`src/rtl/stage_memory_pkg.sv`:
```
// Shared definitions for the memory-access stage and the bus slave models.
//   REG_NONE         register index meaning "no writeback"
//   BUS_ADDR_W       default bus address width
//   BUS_DATA_W       default bus data / register width
//   BUS_REG_W        default register index width
//   mem_state_t      memory stage FSM state encoding
//   word_aligned()   true when the two low address bits select a word boundary
package stage_memory_pkg;

    localparam int REG_NONE   = 0;
    localparam int BUS_ADDR_W = 32;
    localparam int BUS_DATA_W = 32;
    localparam int BUS_REG_W  = 4;

    typedef enum logic {
        ST_IDLE = 1'b0,
        ST_BUSY = 1'b1
    } mem_state_t;

    function automatic logic word_aligned(input logic [1:0] lsb);
        return (lsb == 2'b00);
    endfunction

endpackage

```
`src/rtl/stage_memory.sv`:
```
// Memory-access pipeline stage, placed directly after execute.
// ALU results pass through to writeback with one cycle of latency. Aligned
// loads and stores go out on a single-outstanding req/ack bus. Misaligned
// accesses are dropped and flagged with a one-cycle fault pulse.
//
// Ports
//   clk, rst                      clock, async active-high reset
//   in_addr, in_val               execute destination / ALU result (dest 0 = bubble)
//   is_mem, mem_addr, mem_val,
//   mem_write                     execute memory request
//   stall                         freezes upstream while an access is outstanding
//   bus_req, bus_we, bus_addr,
//   bus_wdata                     registered bus request, stable until bus_ack
//   bus_ack, bus_rdata            bus completion and load data
//   fault                         one-cycle pulse for a dropped misaligned access
//   wb_addr, wb_val               writeback register and value (addr 0 = none)
//   fwd_valid, fwd_addr, fwd_val  forwarding tap, wired straight from writeback
//
// state   | meaning
// --------+-----------------------------------------------------------
// ST_IDLE | accepting execute results; a new access may issue
// ST_BUSY | bus request outstanding; inputs ignored, upstream stalled
module stage_memory
    import stage_memory_pkg::*;
#(
    parameter int ADDR_W = BUS_ADDR_W,
    parameter int DATA_W = BUS_DATA_W,
    parameter int REG_W  = BUS_REG_W
) (
    input  logic              clk,
    input  logic              rst,
    input  logic [REG_W-1:0]  in_addr,
    input  logic [DATA_W-1:0] in_val,
    input  logic              is_mem,
    input  logic [ADDR_W-1:0] mem_addr,
    input  logic [DATA_W-1:0] mem_val,
    input  logic              mem_write,
    output logic              stall,
    output logic              bus_req,
    output logic              bus_we,
    output logic [ADDR_W-1:0] bus_addr,
    output logic [DATA_W-1:0] bus_wdata,
    input  logic              bus_ack,
    input  logic [DATA_W-1:0] bus_rdata,
    output logic              fault,
    output logic [REG_W-1:0]  wb_addr,
    output logic [DATA_W-1:0] wb_val,
    output logic              fwd_valid,
    output logic [REG_W-1:0]  fwd_addr,
    output logic [DATA_W-1:0] fwd_val
);

    localparam logic [REG_W-1:0] NO_REG = REG_W'(REG_NONE);

    mem_state_t        state, state_nx;
    logic [REG_W-1:0]  req_dest, req_dest_nx;
    logic              bus_req_nx, bus_we_nx, fault_nx;
    logic [ADDR_W-1:0] bus_addr_nx;
    logic [DATA_W-1:0] bus_wdata_nx, wb_val_nx;
    logic [REG_W-1:0]  wb_addr_nx;

    always_ff @(posedge clk or posedge rst) begin
        if (rst) begin
            state     <= ST_IDLE;
            req_dest  <= NO_REG;
            bus_req   <= 1'b0;
            bus_we    <= 1'b0;
            bus_addr  <= '0;
            bus_wdata <= '0;
            fault     <= 1'b0;
            wb_addr   <= NO_REG;
            wb_val    <= '0;
        end else begin
            state     <= state_nx;
            req_dest  <= req_dest_nx;
            bus_req   <= bus_req_nx;
            bus_we    <= bus_we_nx;
            bus_addr  <= bus_addr_nx;
            bus_wdata <= bus_wdata_nx;
            fault     <= fault_nx;
            wb_addr   <= wb_addr_nx;
            wb_val    <= wb_val_nx;
        end
    end

    always_comb begin
        state_nx     = state;
        req_dest_nx  = req_dest;
        bus_req_nx   = bus_req;
        bus_we_nx    = bus_we;
        bus_addr_nx  = bus_addr;
        bus_wdata_nx = bus_wdata;
        fault_nx     = 1'b0;
        wb_addr_nx   = wb_addr;
        wb_val_nx    = wb_val;

        case (state)
            ST_IDLE: begin
                if (!is_mem) begin
                    wb_addr_nx = in_addr;
                    wb_val_nx  = in_val;
                end else if (!word_aligned(mem_addr[1:0])) begin
                    fault_nx   = 1'b1;
                    wb_addr_nx = NO_REG;
                end else begin
                    req_dest_nx  = in_addr;
                    bus_we_nx    = mem_write;
                    bus_addr_nx  = {mem_addr[ADDR_W-1:2], 2'b00};
                    bus_wdata_nx = mem_val;
                    bus_req_nx   = 1'b1;
                    wb_addr_nx   = NO_REG;
                    state_nx     = ST_BUSY;
                end
            end
            ST_BUSY: begin
                if (bus_ack) begin
                    bus_req_nx = 1'b0;
                    state_nx   = ST_IDLE;
                    if (bus_we) begin
                        wb_addr_nx = NO_REG;
                    end else begin
                        // A load to register 0 still completes on the bus but
                        // lands as "no writeback" because req_dest is 0.
                        wb_addr_nx = req_dest;
                        wb_val_nx  = bus_rdata;
                    end
                end
            end
            default: state_nx = ST_IDLE;
        endcase
    end

    // Combinational so upstream is released in the same cycle the ack lands.
    assign stall     = (state == ST_BUSY) && !bus_ack;

    assign fwd_valid = (wb_addr != NO_REG);
    assign fwd_addr  = wb_addr;
    assign fwd_val   = wb_val;

endmodule

```
`config.mk`:
```
export PLATFORM = sky130hd
export DESIGN_NAME = stage_memory
export DESIGN_NICKNAME = d
export VERILOG_FILES = /design/src/rtl/stage_memory_pkg.sv /design/src/rtl/stage_memory.sv
export SDC_FILE = /design/constraint.sdc
export NUM_CORES = 1
export LEC_CHECK = 0
export CAP_MARGIN = 25
export CORE_MARGIN = 10
export CORE_UTILIZATION = 41
export DETAILED_ROUTE_END_ITERATION = 16
export GPL_TIMING_DRIVEN = 0
export PLACE_DENSITY_LB_ADDON = 0.25
export SYNTH_ARGS = -nofsm -noshare
export SYNTH_HDL_FRONTEND = slang
export SYNTH_SLANG_ARGS = --single-unit
```
`constraint.sdc`:
```
create_clock -name clk -period 9.75 [get_ports clk]
set_input_delay 1.95 -clock clk [delete_from_list [all_inputs] [get_ports clk]]
set_output_delay 1.95 -clock clk [all_outputs]
set_load 0.1 [all_outputs]
```
# Yosys cells after proc, flatten, opt, wreduce, memory -nomap -nowiden
# Cells that the tools add are included.
op_classes:
  n_addsub: 0
  mul: 0
  div: 0
  order_cmp: 0
  n_eq_ne: 5
  shift: 0
  mux: 19
  bitwise_logic: 1
  reduce_logical: 7
ops:
  columns: ["operator", "count"]
  rows:
  - ["32-bit 2-to-1 mux", 3]
  - ["32-bit case mux with 2 select lines", 1]
  - ["4-bit 2-to-1 mux", 3]
  - ["2-bit != test (second input constant)", 5]
  - ["1-bit 2-to-1 mux", 9]
  - ["3-bit AND reduction", 3]
  - ["4-bit case mux with 2 select lines", 1]
  - ["1-bit case mux with 2 select lines", 2]
  - ["4-bit nonzero test", 1]
  - ["2-bit zero test", 1]
  - ["1-bit logical AND", 1]
  - ["1-bit zero test", 1]
  - ["1-bit NOT", 1]
totals:
  regBits: 106
  latchBits: 0
  ramBits: 0
  romBits: 0
  input_bits: 137
  out_inout_bits: 141
  elab_cells: 41
  n_memories: 0

# Logic depth before layout (Yosys ltp)
# Gate-level depths: netlist of the first run.
logic_depth:
  word_depth: 4
  depth_mapped: 5
  depth_no_buf: 3

# Worst setup path after synthesis of the first run
# OpenSTA, ideal clock, no wires.
synth_path:
  kind: "in2out"
  start: "input bus_ack"
  end: "output stall"
  arrival_time_ns: 2.867
  t_required_ns: 7.800
  path_slack_ns: 4.933
  path_stages: 3
  path_buffers: 1
  cell_sequence: "nand2b_1 > clkbuf_1 > inv_1"
synth_between:
  elab_chain_cells: 2
synth_rtl:
  columns: ["item", "line_no", "rtl"]
  rows:
  - ["from (decl)", "stage_memory.sv:43", "input logic bus_ack,"]
  - ["1-bit zero test", "stage_memory.sv:134", "assign stall = (state == ST_BUSY) && !bus_ack;"]
  - ["1-bit logical AND", "stage_memory.sv:134", null]
  - ["to (decl)", "stage_memory.sv:38", "output logic stall,"]
# No other way between the ends.

# Final worst setup path of the first run
# Same ends and word-level chain as after synthesis.

==> results.py, run 1 <==
metrics = {
    "outcome": {
        "status": "completed",
    },
    "timing": {
        "worst_slew_pin_slew_ps": 1050,
        "period_share": 0.613,
        "finalMaxSlewViolations": 0,
        "rsz0062_at_grt": "false",
        "setup_viol": 0,
        "tns_ps": 0,
        "slew-limit-headroom": 0.300,
        "finalHoldViolCount": 0,
        "fin_crit_ps": 5980,
        "skew_ps": 6.86,
        "max_freq_mhz": 167,
    },
    "job": {
        "maxCapViolCount": 0,
    },
    "min_path": {
        "min_to": "bus_addr[23]",
        "whs_path_depth": 1,
        "hp-start": "bus_addr[23]",
        "hp-class": "flip-flop to flip-flop",
    },
    "worst_setup_path": {
        "crit_chain": "clkdlybuf4s50_1 > nand2b_1 > clkbuf_1 > inv_1 > clkdlybuf4s50_1",
        "r2r_slack_ps": 7910,
        "r2r_end": "bus_addr[29]",
        "crit_family": "buffers and inverters",
        "path_class": "input pin to output port",
        "rr_startpoint": "state",
        "endpoint_kind": "output port",
        "slowest_stage": "clkdlybuf4s50_1",
        "ff2ff_path_depth": 5,
        "cp.required_ps": 7800,
        "critPathArrivalTime_ps": 4030,
        "slowest_delay_ps": 1190,
        "path_buf_inv": 4,
        "critPathMostFrequentCell": "clkdlybuf4s50_1",
        "path_max_fanout": 10,
        "start_kind": "input pin",
        "startpoint": "bus_ack",
    },
    "cts": {
        "hold_buffers": 0,
        "clock_path_buffers": 2,
        "ctsResizeCount": 0,
        "htree_num_levels": 3,
        "cts_root_buf": "clkbuf_16",
        "cts.reportedPaths.clkPinSlew_ps": 70,
        "post_cts_buffers": 0,
        "cts.sinks": 106,
        "clock_latency_ps": 330,
        "cts_buffers": 9,
        "cts_tree": "built",
    },
    "global_routing": {
        "grt.total_usage": 0.184,
        "grt_pass1_wl_um": 23600,
        "grt_overflow": 0,
        "grt_antenna_before_repair": 0,
        "grt_max_degree": 74,
        "grt_pass1_vias": 4099,
    },
    "placement": {
        "io_buffers": 275,
        "gp_congestion": 0.866,
        "hpwl_um": 12700,
    },
    "routing": {
        "dr_total_vias": 3555,
        "finalWirelength_um": 15200,
        "route.detailed.drc": 0,
        "vias_per_cell": 4.74,
        "drtIter0Drc": 104,
        "dr.pass1.iters": 4,
        "route.antenna.remaining_nets": 0,
        "wire_per_inst_um": 20.2,
    },
    "die": {
        "die_y_um": 127,
        "start_util": 0.424,
        "ioPinCount": 278,
        "die_w_um": 127,
        "die_area_mm2": 0.0160,
        "coreArea_mm2": 0.0110,
        "rows": 38,
    },
    "power": {
        "p_sw_w": 0.00127,
        "sw_frac_of_total": 0.536,
        "p_int_w": 0.00110,
        "p_leak_nw": 3.31,
        "irDropWorstVdd_mv": 0.203,
        "power_frac_clock": 0.151,
        "pwr-share-seq": 0.250,
        "powerDensity_mw_per_mm2": 300,
        "p_comb_frac": 0.599,
        "power.total_w": 0.00238,
    },
    "finish": {
        "syn_to_final_growth_pct": 69.9,
        "num_antenna_cells": 0,
        "drive_gt1_frac": 0.315,
        "final_common_cell": "clkdlybuf4s50_1",
        "seq_area_mm2": 0.00265,
        "final_cell_mix": "275 x clkdlybuf4s50_1, 121 x mux2_2, 106 x dfrtp_1",
        "num-nets-final": 742,
        "fill_cells": 778,
        "multi_input_area_mm2": 0.00163,
    },
    "logic_synthesis": {
        "synth_seq_cells": 106,
        "synth_cells": 317,
        "postSynthAreaPerCell_um2": 14.7,
        "synth_cell_types": 19,
        "netlist_area_mm2": 0.00466,
        "synth-seq-area-share": 0.570,
        "synth_warnings": 0,
    },
}
Yosys cell counts:
cell        n  share of area
mux2_2    121           0.29
dfrtp_1   106           0.57
buf_4      42          0.068
mux2_1     10          0.024
buf_2       9         0.0097
nor2_1      7         0.0056
a21oi_1     4         0.0043
a22oi_1     4         0.0064
nand2b_1    3         0.0040
inv_1       2         0.0016
a21o_1      1         0.0016
buf_6       1         0.0024
clkbuf_1    1        0.00081
conb_1      1        0.00081
nand2_1     1        0.00081
nor2b_1     1         0.0013
nor3_2      1         0.0021
o22ai_2     1         0.0027
or4_1       1         0.0016
power by group through the flow:
stage	sequential, W	combinational (W)	clock [W]
2_1_floorplan	0.00126	0.000406	0
3_3_place_gp	0.000597	0.00142	0
3_5_place_dp	0.000604	0.00143	0
4_1_cts	0.000596	0.00144	0.000369
5_1_grt	0.000609	0.00146	0.000391
6_report	0.000595	0.00142	0.000359
final cells by class:
type | instances | area share
Multi-Input combinational cell | 157 | 0.205
Inverter | 2 | 0.00126
Clock buffer | 10 | 0.0289
Timing Repair Buffer | 276 | 0.351
Sequential cell | 106 | 0.335
Tap cell | 140 | 0.0221
Buffer | 53 | 0.0474
Clock inverter | 6 | 0.00838
stage by stage:
step	utilization	cell area (um^2)	worst slack [ps]	hold WS, ps	instances
detailed placement	0.694	7620	3790	478	734
finish	0.721	7910	3770	493	750
global placement	0.691	7590	3500	461	733
CTS	0.721	7910	3780	494	750
floorplan	-	4660	4930	482	318
global route	0.721	7910	3700	510	750
per-layer routing:
| layer | track usage | vias to the layer above | part of all wire |
|---|---|---|---|
| met2 | 0.330 | 174 | 0.52 |
| met5 | 0 | - | 0 |
| met3 | 0.102 | 8 | 0.13 |
| met4 | 0.0388 | 0 | 0.0088 |
| met1 | 0.182 | 1735 | 0.34 |
| li1 | - | 1638 | - |
kinds of logic after synthesis:
group,share of synthesized area
multiplexers,0.317
flip-flops,0.570
buffers and inverters,0.0822
AND/OR/NAND/NOR,0.0156
AO/OA/AOI/OAI,0.0150
other,0.000805
flip-flops by register name, summed over array words and instances (netlist names):
register / flops
state: 1
bus_req: 1
req_dest: 4
fwd_val: 32
bus_we: 1
bus_addr: 30
fault: 1
fwd_addr: 4
bus_wdata: 32
worst max-delay path by stage:
stage	end	slack (ps)	cells past startpoint
final	stall	3770	5
after floorplan	stall	4930	3
after CTS	stall	3780	5
after global placement	bus_addr[12]	3500	2
after detailed placement	stall	3790	5
after global routing	stall	3700	5
Power figures use the tool's default switching activity.
==> inputs of run 2 (changes only) <==
--- a/config.mk
+++ b/config.mk
@@ -7,7 +7,7 @@
 export LEC_CHECK = 0
 export CAP_MARGIN = 25
 export CORE_MARGIN = 10
-export CORE_UTILIZATION = 41
+export CORE_UTILIZATION = 38
 export DETAILED_ROUTE_END_ITERATION = 16
 export GPL_TIMING_DRIVEN = 0
 export PLACE_DENSITY_LB_ADDON = 0.25
==> constraint.sdc (replaced) <==
create_clock -name clk -period 6.2 [get_ports clk]
set_input_delay 1.24 -clock clk [delete_from_list [all_inputs] [get_ports clk]]
set_output_delay 1.24 -clock clk [all_outputs]
set_load 0.1 [all_outputs]
==> results.py, run 2 (synthesis gave the netlist of run 1 again) <==
metrics = {
    "outcome": {
        "status": "completed",
    },
    "timing": {
        "skew_ps": 6.41,
        "finalMaxSlewViolations": 0,
        "rsz0062_at_grt": "false",
        "max_freq_mhz": 220,
        "setup_slack_ps": 1650,
        "slew-limit-headroom": 0.298,
        "period_share": 0.733,
        "tns_ps": 0,
        "finalHoldViolCount": 0,
        "worst_slew_pin_slew_ps": 1050,
        "fin_crit_ps": 4550,
        "setup_viol": 0,
    },
    "worst_setup_path": {
        "cp.required_ps": 4960,
        "path_max_fanout": 10,
        "critPathArrivalTime_ps": 3310,
        "endpoint_kind": "output port",
        "start_kind": "input pin",
        "path_class": "input pin to output port",
    },
    "min_path": {
        "hp-class": "flip-flop to flip-flop",
    },
    "die": {
        "die_w_um": 131,
        "coreArea_mm2": 0.0120,
        "die_y_um": 131,
        "rows": 40,
        "ioPinCount": 278,
        "die_area_mm2": 0.0171,
        "start_util": 0.388,
    },
    "routing": {
        "vias_per_cell": 4.72,
        "wire_per_inst_um": 19.9,
        "route.antenna.remaining_nets": 0,
        "finalWirelength_um": 15100,
        "dr.pass1.iters": 4,
        "drtIter0Drc": 119,
        "route.detailed.drc": 0,
        "dr_total_vias": 3567,
    },
    "placement": {
        "hpwl_um": 12500,
        "gp_congestion": 0.746,
        "dpl_cell_area_mm2": 0.00763,
        "post-place-ws_ps": 1630,
        "place_inst": 741,
        "io_buffers": 275,
    },
    "finish": {
        "syn_to_final_growth_pct": 70.6,
        "num_antenna_cells": 0,
        "final_common_cell": "clkdlybuf4s50_1",
        "drive_gt1_frac": 0.314,
        "stdcell_count": 756,
        "final_cell_mix": "275 x clkdlybuf4s50_1, 121 x mux2_2, 106 x dfrtp_1",
        "num-nets-final": 742,
        "fin_area_mm2": 0.00795,
    },
    "cts": {
        "clock_path_buffers": 2,
        "ctsResizeCount": 0,
        "cts.sinks": 106,
        "cts_tree": "built",
        "hold_buffers": 0,
        "clock_latency_ps": 340,
        "cts_buffers": 9,
        "cts_root_buf": "clkbuf_16",
        "htree_num_levels": 3,
        "post_cts_buffers": 0,
        "cts.reportedPaths.clkPinSlew_ps": 70,
    },
    "power": {
        "p_leak_nw": 3.33,
        "powerDensity_mw_per_mm2": 476,
        "irDropWorstVdd_mv": 0.285,
    },
    "global_routing": {
        "grt_pass1_wl_um": 22800,
        "grt_antenna_before_repair": 0,
        "grt_overflow": 0,
        "grt_max_degree": 60,
        "grt_pass1_vias": 4044,
        "grt.total_usage": 0.173,
    },
    "job": {
        "maxCapViolCount": 0,
    },
}
run 2: changes by cell type in the layout (fill, tap and decap cells not counted):
cell / before / now
clkbuf_8: 0 / 1
inv_6: 1 / 0
clkinv_2: 1 / 0
clkinv_4: 0 / 1
bufinv_16: 1 / 2
clkinvlp_4: 3 / 1
run 2: layer usage:
| layer | wire length (um) | GRT usage | up-vias |
|---|---|---|---|
| met3 | 2010 | 0.0931 | 11 |
| met4 | 145 | 0.0399 | 0 |
| li1 | - | - | 1635 |
| met5 | 0 | 0 | - |
| met1 | 5220 | 0.175 | 1745 |
| met2 | 7690 | 0.309 | 176 |
run 2: worst paths after layout:
kind                               from             to  slack (ps)  depth (start not counted)
min                        bus_addr[30]   bus_addr[30]         490                          1
min reg2reg                bus_addr[30]   bus_addr[30]         490                          1
min in group asynchronous           rst   bus_addr[27]        1390                          2
max reg2reg                       state   bus_addr[23]        4420                          5
max                             bus_ack          stall        1650                          5
max in group asynchronous           rst  bus_wdata[16]        4120                          3
run 2: final cells by class:
type	instances	area [um^2]
Buffer	53	375
Timing Repair Buffer	276	2780
Clock inverter	4	76.3
Inverter	2	10.0
Tap cell	147	184
Sequential cell	106	2650
Multi-Input combinational cell	157	1630
Clock buffer	11	243
Fill cell	923	4070
run 2: per-stage QoR:
step | hold slack, ps | utilization | power, W
after floorplan | 482 | - | 0.00262
after CTS | 490 | 0.662 | 0.00382
after global placement | 463 | 0.633 | 0.00317
final | 488 | 0.662 | 0.00378
after global routing | 501 | 0.662 | 0.00391
after detailed placement | 475 | 0.635 | 0.00320
run 2: worst max-delay path: stages:
cell,delay (ps)
clkdlybuf4s50_1,430
nand2b_1,150
clkbuf_1,220
inv_1,100
clkdlybuf4s50_1,1160
run 2: where the power goes:
| group | switching [W] | internal, W |
|---|---|---|
| Combinational | 0.00166 | 0.000580 |
| Sequential | 0.0000921 | 0.000841 |
| Clock | 0.000248 | 0.000364 |
